<file path="config.mk">
export PLATFORM = sky130hd
export DESIGN_NAME = rr_arbiter_4
export DESIGN_NICKNAME = d
export VERILOG_FILES = /design/src/rtl/rr_arbiter_4.sv
export SDC_FILE = /design/constraint.sdc
export NUM_CORES = 1
export LEC_CHECK = 0
export CAP_MARGIN = 10
export CORE_MARGIN = 5
export CORE_UTILIZATION = 40
export CTS_BUF_LIST = sky130_fd_sc_hd__clkbuf_16
export DETAILED_ROUTE_END_ITERATION = 8
export MAX_ROUTING_LAYER = met4
export PLACE_DENSITY = 0.71
export SLEW_MARGIN = 20
export SYNTH_ARGS = -nofsm -noshare
export SYNTH_HDL_FRONTEND = slang
export SYNTH_SLANG_ARGS = --single-unit
</file>
<file path="constraint.sdc">
create_clock -name clk -period 1.38 [get_ports clk]
set_input_delay 0.276 -clock clk [delete_from_list [all_inputs] [get_ports clk]]
set_output_delay 0.276 -clock clk [all_outputs]
set_load 0.02 [all_outputs]
</file>
<file path="src/rtl/rr_arbiter_4.sv">
// Four-client round-robin arbiter: registered one-hot grant plus index, held until released.
// Optional grant-hold limit is compiled in with `define ARB_TIMEOUT_EN.
module rr_arbiter_4 #(
    parameter int unsigned HOLD_MAX = 16
) (
    input  logic       clk,
    input  logic       rst,
    input  logic       en,
    input  logic [3:0] req,
    output logic [3:0] gnt,
    output logic [1:0] gnt_idx,
    output logic       valid,
    output logic       timeout
);
    typedef enum logic {IDLE = 1'b0, GRANT = 1'b1} state_t;

    state_t     state_q, state_d;
    logic [1:0] ptr_q, ptr_d;
    logic [1:0] idx_q, idx_d;
    logic [3:0] gnt_q, gnt_d;
    logic       valid_q, valid_d;

    logic [3:0] elig;
    logic [1:0] cand [4];
    logic       found;
    logic [1:0] pick;
    logic       force_rel;

    // Search order: ptr, ptr+1, ptr+2, ptr+3, wrapping naturally in 2 bits.
    for (genvar gi = 0; gi < 4; gi++) begin : g_cand
        assign cand[gi] = ptr_q + 2'(gi);
    end

    always_comb begin
        found = 1'b0;
        pick  = ptr_q;
        for (int k = 0; k < 4; k++) begin
            if (!found && elig[cand[k]]) begin
                found = 1'b1;
                pick  = cand[k];
            end
        end
    end

`ifdef ARB_TIMEOUT_EN
    localparam logic [4:0] CNT_LAST = 5'(HOLD_MAX - 1);

    logic [4:0] cnt_q, cnt_d;
    logic [3:0] blk_q, blk_d;
    logic       timeout_q, timeout_d;

    // A revoked client stays masked until it drops its request.
    assign elig      = req & ~blk_q;
    assign force_rel = (state_q == GRANT) && (cnt_q == CNT_LAST);

    always_comb begin
        cnt_d     = cnt_q;
        blk_d     = blk_q & req;
        timeout_d = 1'b0;
        if (state_q == IDLE) begin
            cnt_d = '0;
        end else if (en && req[idx_q]) begin
            if (force_rel) begin
                blk_d[idx_q] = 1'b1;
                timeout_d    = 1'b1;
                cnt_d        = '0;
            end else begin
                cnt_d = cnt_q + 5'd1;
            end
        end
    end

    always_ff @(posedge clk or posedge rst) begin
        if (rst) begin
            cnt_q     <= '0;
            blk_q     <= '0;
            timeout_q <= 1'b0;
        end else begin
            cnt_q     <= cnt_d;
            blk_q     <= blk_d;
            timeout_q <= timeout_d;
        end
    end

    assign timeout = timeout_q;
`else
    logic unused_hold;
    assign unused_hold = ^5'(HOLD_MAX);
    assign elig        = req;
    assign force_rel   = 1'b0;
    assign timeout     = 1'b0;
`endif

    always_comb begin
        state_d = state_q;
        ptr_d   = ptr_q;
        idx_d   = idx_q;
        gnt_d   = gnt_q;
        valid_d = valid_q;
        unique case (state_q)
            IDLE: begin
                gnt_d   = '0;
                valid_d = 1'b0;
                if (en && found) begin
                    state_d = GRANT;
                    idx_d   = pick;
                    gnt_d   = 4'b0001 << pick;
                    valid_d = 1'b1;
                end
            end
            GRANT: begin
                if (!en || !req[idx_q] || force_rel) begin
                    state_d = IDLE;
                    gnt_d   = '0;
                    valid_d = 1'b0;
                    ptr_d   = idx_q + 2'd1;
                end
            end
            default: state_d = IDLE;
        endcase
    end

    always_ff @(posedge clk or posedge rst) begin
        if (rst) begin
            state_q <= IDLE;
            ptr_q   <= '0;
            idx_q   <= '0;
            gnt_q   <= '0;
            valid_q <= 1'b0;
        end else begin
            state_q <= state_d;
            ptr_q   <= ptr_d;
            idx_q   <= idx_d;
            gnt_q   <= gnt_d;
            valid_q <= valid_d;
        end
    end

    assign gnt     = gnt_q;
    assign gnt_idx = idx_q;
    assign valid   = valid_q;
endmodule

</file>
==> results of run 1 <==
==> critical path: stages, from the launching register on <==
cell and delay, ns:
dfrtp_2 0.36, mux4_2 0.57, nand2_2 0.12, nor2_4 0.05, a22o_1 0.21
==> through the flow <==
stage	cell area (µm²)	total power, mW	instances	setup WS (ns)	TNS, ns
2_1_floorplan	539	0.831	52	-0.0745	-0.255
3_3_place_gp	741	1.10	87	-0.381	-3.43
3_5_place_dp	741	1.12	87	-0.399	-3.71
4_1_cts	818	1.63	91	-0.0618	-0.177
5_1_grt	848	1.75	92	-0.115	-0.495
6_report	848	1.65	92	-0.0624	-0.168
==> layout by cell type (no fill, tap or decap), types with 2 or more instances in the layout <==
cell / instances
dfrtp_2: 2
dlygate4sd2_1: 10
nand2_1: 4
dfrtp_1: 8
inv_1: 3
clkdlybuf4s50_1: 2
clkbuf_16: 3
nor2b_1: 3
a22o_1: 2
buf_4: 9
nor2_1: 2
o21ai_1: 3
o22a_1: 2
a21oi_1: 3
==> worst max path at each step <==
| stage | end | start | slack, ns |
|---|---|---|---|
| floorplan | gnt[0] | gnt_idx[0] | -0.07 |
| global placement | gnt[0] | req[2] | -0.38 |
| detailed placement | ptr_q[0] | req[2] | -0.40 |
| CTS | gnt[2] | gnt_idx[0] | -0.06 |
| global route | gnt[0] | gnt_idx[0] | -0.12 |
| finish | gnt[0] | gnt_idx[0] | -0.06 |
==> power groups by stage <==
stage | Combinational, mW | Sequential, mW | Clock [mW]
after floorplan | 0.287 | 0.544 | 0
after global placement | 0.624 | 0.478 | 0
after detailed placement | 0.637 | 0.484 | 0
after CTS | 0.623 | 0.481 | 0.524
after global routing | 0.703 | 0.502 | 0.545
final | 0.651 | 0.486 | 0.512
==> registers in the layout, indices dropped and copies added, names as in the netlist <==
name / count
gnt: 4
gnt_idx: 2
ptr_q: 2
state_q: 1
valid: 1
==> cells by family (layout without fill, tap and decap cells) <==
logic type / Yosys count / after routing / share of synthesized area [%]
AOI/OAI and AO/OA: 18 / 18 / 24.3
and+or+nand+nor: 16 / 16 / 17.1
DFF: 10 / 10 / 46.7
buffers and inverters: 4 / 29 / 3.51
muxes: 2 / 2 / 6.07
other: 1 / 1 / 0.700
xor gates and xnor gates: 1 / 1 / 1.64
==> routing by layer <==
metal,up-vias,GRT usage [%],part of all wire (%)
met5,-,-,0
met4,0,8.52,1.1
met3,2,8.59,6.4
met2,15,26.4,51
met1,255,19.4,42
li1,240,-,-
==> cell type report <==
cell class	count	area [µm²]
fill	104	437
multi-input combinational	38	302
sequential	10	253
timing repair buffer	22	185
clock buffer	3	75.1
tap	15	18.8
inverter	3	11.3
clock inverter	1	3.75
==> repair_timing <==
item                       4_1_cts  5_1_grt
setup endpoints to repair       17        7
hold buffers                     0        0
pin swaps                        3        1
resized for setup               14        5
hold endpoints to repair         0        0
buffers inserted                 0        1
==> PnR_summary.wiki, run 1 <==
{| class="wikitable"
! Metric !! Value
|-
| Net switching power || 581 µW
|-
| Worst Setup End Kind || register
|-
| Largest vdd supply drop || 0.00121 V
|-
| Area of the die || 2170 µm²
|-
| Proportion of register bits with asynchronous set or reset after synthesis || 100%
|-
| Number of antenna violations at the first check in global routing || 0
|-
| Clock transition at the register clock pins on the worst setup and hold paths after CTS || 0.04 ns
|-
| Yosys reg bits || 10
|-
| HP Class || in -> async
|-
| Number of detailed-routing iterations run before antenna repair || 4
|-
| Core utilization of the finished layout || 66.0%
|-
| Worst reg2reg startpoint || gnt_idx[0]
|-
| Pin count of the biggest net entering global routing || 11
|-
| Min setup slack post-route || -0.0624 ns
|-
| Worst hold slack || 0.312 ns
|-
| Y dimension of the die || 46.6 µm
|-
| Post-Route Skew || 0.00138 ns
|-
| Detailed-route wire length per cell || 15.9 µm
|-
| P per Cell Area || 1940 nW/µm²
|-
| Minimum period implied by the final worst setup slack || 1.44 ns
|-
| Unrepaired setup endpoints after global routing || yes
|-
| Critical Path Fanout Max || 4
|-
| Mean area per synthesized cell || 10.3 µm²
|-
| Area overhead of the layout relative to synthesis || 58.4%
|-
| F_max || 693 MHz
|-
| Max-cap violations || 0
|-
| Number of levels in the clock H-tree || 1
|-
| IO Pins || 15
|-
| Net Count, Synth || 59
|-
| Global-route wire length before repair || 2.38 mm
|-
| Violated checks || negative setup slack
|-
| FF-to-FF End || gnt[0]
|-
| Ranking of synthesized cells by instance count || dfrtp_1, nand2_1
|-
| Vias after detailed routing || 512
|-
| Nature of the critical path startpoint || register
|-
| Netlist Area Pre-Place || 536 µm²
|-
| Logic gate share of total power || 39.5%
|-
| Sw Share || 35.2%
|-
| DRT iter0 DRCs || 7
|-
| Sequential group share of total power || 29.5%
|-
| Synth warnings || 0
|-
| Required time of the critical path || 1.50 ns
|-
| Total routed wirelength || 1.46 mm
|-
| Number of clock buffers inserted by TritonCTS || 3
|-
| Number of global-route vias before repair || 493
|-
| Proportion of netlist area held by the largest area contributor || 46.7%
|-
| TritonCTS sink count || 10
|-
| Core region area || 1280 µm²
|-
| Count of unresolved DRC violations after routing || 0
|-
| Run status || finished with violations
|-
| Unique masters post-synth || 27
|-
| Endpoint arrival time on the critical path || 1.56 ns
|-
| Worst reg2reg path depth || 4
|-
| Row count || 13
|-
| Number of hold violations in the final report || 0
|-
| Clock group share of total power || 31.0%
|-
| Dominant cells by area after synthesis || dfrtp_1, mux4_2, nand2_1
|-
| All-Layer GR Usage || 17.6%
|-
| GR Overflow Total || 0
|-
| Nets || 85
|-
| Detail-routed via count per cell || 5.57
|-
| Start-to-end type of the worst setup path || reg -> reg
|-
| Post-synth EDFFs || 0
|-
| Post-Syn Instances || 52
|-
| Cell with the most instances after synthesis || dfrtp_1
|-
| Starting Density || 41.7%
|-
| Latest clock arrival within the worst-skew pair || 0.23 ns
|-
| Half-perimeter wire length of the detailed placement result || 1.06 mm
|-
| Most used flip-flop cell after synthesis || dfrtp_1
|-
| Setup Viol. Count Final || 4
|-
| Fin crit share || 105%
|-
| Final antenna-violating net count || 0
|-
| IO buf count || 13
|-
| Internal Power || 1.07 mW
|-
| ANT cells || 0
|-
| Register area share after synthesis || 46.7%
|-
| R2r setup slk || -0.06 ns
|-
| Die X || 46.6 µm
|-
| Most area-hungry cell type in the Yosys netlist || dfrtp_1
|-
| RD Place Congestion || 0.759
|-
| Clock tree buffer depth || 2
|-
| Fraction of layout cells with a size suffix above 1 || 31.2%
|-
| Number of pins exceeding their max-slew limit in the final report || 0
|-
| CTS tree || yes
|-
| Buffer cell driving the clock tree root || clkbuf_16
|-
| Static leakage || 0.397 nW
|}
No activity file was read; power rests on OpenSTA's default activity.
==> inputs of run 2 (changes only) <==
--- a/config.mk
+++ b/config.mk
@@ -5,6 +5,7 @@
 export SDC_FILE = /design/constraint.sdc
 export NUM_CORES = 1
 export LEC_CHECK = 0
+export ABC_CLOCK_PERIOD_IN_PS = 1380
 export CAP_MARGIN = 10
 export CORE_MARGIN = 5
 export CORE_UTILIZATION = 40
==> constraint.sdc (replaced) <==
create_clock -name clk -period 1.38 [get_ports clk]
set_input_delay 0.276 -clock clk [delete_from_list [all_inputs] [get_ports clk]]
set_output_delay 0.276 -clock clk [all_outputs]
set_load 0.01 [all_outputs]
==> PnR_summary.wiki, run 2 (same netlist as run 1, synthesis figures left out) <==
{| class="wikitable"
! Metric !! Value
|-
| Number of pins exceeding their max-slew limit in the final report || 0 (unchanged)
|-
| IO buf count || 13 (unchanged)
|-
| Unrepaired setup endpoints after global routing || yes
|-
| Area of the die || 2170 µm² (unchanged)
|-
| Buffer cell driving the clock tree root || clkbuf_16
|-
| All-Layer GR Usage || 16.4% (-1.2 points)
|-
| Core utilization of the finished layout || 64.8% (-1.3 points)
|-
| Pin count of the biggest net entering global routing || 11 (unchanged)
|-
| GR Util met1 || 19.2% (-0.14 points)
|-
| Cell Count, Final, Fillers Out || 92 (unchanged)
|-
| Row count || 13 (unchanged)
|-
| Count of unresolved DRC violations after routing || 0 (unchanged)
|-
| HP Class || in -> async
|-
| Latest clock arrival within the worst-skew pair || 0.24 ns (about the same)
|-
| Detailed-route wire length per cell || 14.5 µm (-8.9%)
|-
| Static leakage || 0.406 nW (+2.5%)
|-
| Max-cap violations || 0 (unchanged)
|-
| Highest-count cells in the layout ignoring fill and taps || dfrtp_1, dlygate4sd2_1, buf_4
|-
| Final antenna-violating net count || 0 (unchanged)
|-
| ANT cells || 0 (unchanged)
|-
| CTS tree || yes
|-
| DRT iter0 DRCs || 1 (-6)
|-
| Setup Viol. Count Final || 4 (unchanged)
|-
| Number of clock buffers inserted by TritonCTS || 3 (unchanged)
|-
| Met2 Resource Use GR || 22.0% (-4.4 points)
|-
| Endpoint arrival time on the critical path || 1.54 ns (-0.02 ns)
|-
| Minimum period implied by the final worst setup slack || 1.42 ns (-0.0186 ns)
|-
| Detail-routed via count per cell || 5.23 (-6.1%)
|-
| P per Cell Area || 1910 nW/µm² (-1.6%)
|-
| FILL cells || 111 (+6.7%)
|-
| Max FFs per register || 4 (unchanged)
|-
| Largest vdd supply drop || 0.00111 V (-8.4%)
|-
| Run status || finished with violations
|-
| Post-Route Skew || 0.00192 ns (+0.000541 ns)
|-
| Area overhead of the layout relative to synthesis || 55.4%
|-
| Critical Path Fanout Max || 4 (unchanged)
|-
| IO Pins || 15 (unchanged)
|-
| Half-perimeter wire length of the detailed placement result || 968 µm (-9.1%)
|-
| Min setup slack post-route || -0.0438 ns (+0.0186 ns)
|-
| Worst Setup End Kind || register
|-
| Vias after detailed routing || 481 (-6.1%)
|-
| RD Place Congestion || 0.743 (-2.1%)
|-
| Number of global-route vias before repair || 492 (-0.20%)
|-
| GR Overflow Total || 0 (unchanged)
|-
| Number of hold violations in the final report || 0 (unchanged)
|-
| Hold bufs inserted after CTS || 0 (unchanged)
|-
| Start-to-end type of the worst setup path || reg -> reg
|-
| Number of detailed-routing iterations run before antenna repair || 2 (-2)
|-
| Dpl cells || 87 (unchanged)
|-
| Core region area || 1280 µm² (unchanged)
|-
| Nets || 85 (unchanged)
|-
| Number of levels in the clock H-tree || 1 (unchanged)
|-
| Met3 Track Usage GR || 5.86% (-2.7 points)
|-
| Total negative slack || -0.0989 ns (+0.0694 ns)
|-
| Fin crit share || 103% (-1.3 points)
|-
| Fraction of layout cells with a size suffix above 1 || 26.0% (-5.2 points)
|-
| TritonCTS sink count || 10 (unchanged)
|-
| Placement Setup Slack || -0.403 ns (-0.00404 ns)
|-
| Required time of the critical path || 1.50 ns (about the same)
|-
| Clock transition at the register clock pins on the worst setup and hold paths after CTS || 0.04 ns (about the same)
|-
| Nature of the critical path startpoint || register
|-
| Number of antenna violations at the first check in global routing || 0 (unchanged)
|-
| Total routed wirelength || 1.33 mm (-8.9%)
|-
| Most Crowded Layer GR || met2
|-
| F_max || 702 MHz (+1.3%)
|-
| Clock tree buffer depth || 2 (unchanged)
|-
| Violated checks || negative setup slack
|-
| Global-route wire length before repair || 2.27 mm (-4.6%)
|-
| Die X || 46.6 µm (unchanged)
|-
| Y dimension of the die || 46.6 µm (unchanged)
|-
| Starting Density || 41.7% (unchanged)
|}
run 2: timing repair:
item | CTS | global route
resized for setup | 11 | 3
pin swaps | 1 | 3
endpoints found under the setup margin | 17 | 9
setup buffers | 1 | 0
run 2: routing by layer:
layer / share of wire [%] / vias up
met3: 6.8 / 5
met4: 3.3 / 0
li1: - / 244
met1: 45 / 219
met2: 45 / 13
met5: 0 / -
run 2: area by class of cell:
type | instances | area [µm²] | area share (%)
inverter | 3 | 11.3 | 1.35
timing repair buffer | 22 | 189 | 22.7
clock buffer | 3 | 75.1 | 9.02
sequential | 10 | 251 | 30.2
multi-input combinational | 38 | 283 | 34.0
clock inverter | 1 | 3.75 | 0.451
tap | 15 | 18.8 | 2.26
run 2: path summary, 6_finish.rpt:
path                                  from          to  slack (ns)  cells after the start
worst max-delay path            gnt_idx[0]      gnt[2]       -0.04                      4
worst max register to register  gnt_idx[0]      gnt[2]       -0.04                      4
worst min register to register      gnt[1]      gnt[1]        0.49                      1
min in group clk                    gnt[1]      gnt[1]        0.49                      1
worst min-delay path                   rst      gnt[1]        0.31                      2
max in group asynchronous              rst  gnt_idx[0]        0.78                      2
run 2: through the flow:
step | instance area, µm² | power [mW] | hold WS [ns]
6_report | 832 | 1.59 | 0.310
5_1_grt | 832 | 1.70 | 0.347
4_1_cts | 822 | 1.59 | 0.324
3_5_place_dp | 741 | 1.06 | 0.480
3_3_place_gp | 741 | 1.06 | 0.485
2_1_floorplan | 539 | 0.787 | 0.116
run 2: report_power, final:
group | internal [mW] | switching [mW] | total (mW) | leakage (nW)
Clock | 0.381 | 0.144 | 0.525 | 0.0385
Combinational | 0.300 | 0.307 | 0.607 | 0.243
Sequential | 0.390 | 0.0698 | 0.460 | 0.125
Total | 1.07 | 0.521 | 1.59 | 0.406
run 2: critical path, cell delays in order, from the launching register on:
cell     delay, ns
dfrtp_2       0.36
mux4_2        0.57
nand2_2       0.11
nor2_2        0.05
a22o_1        0.22
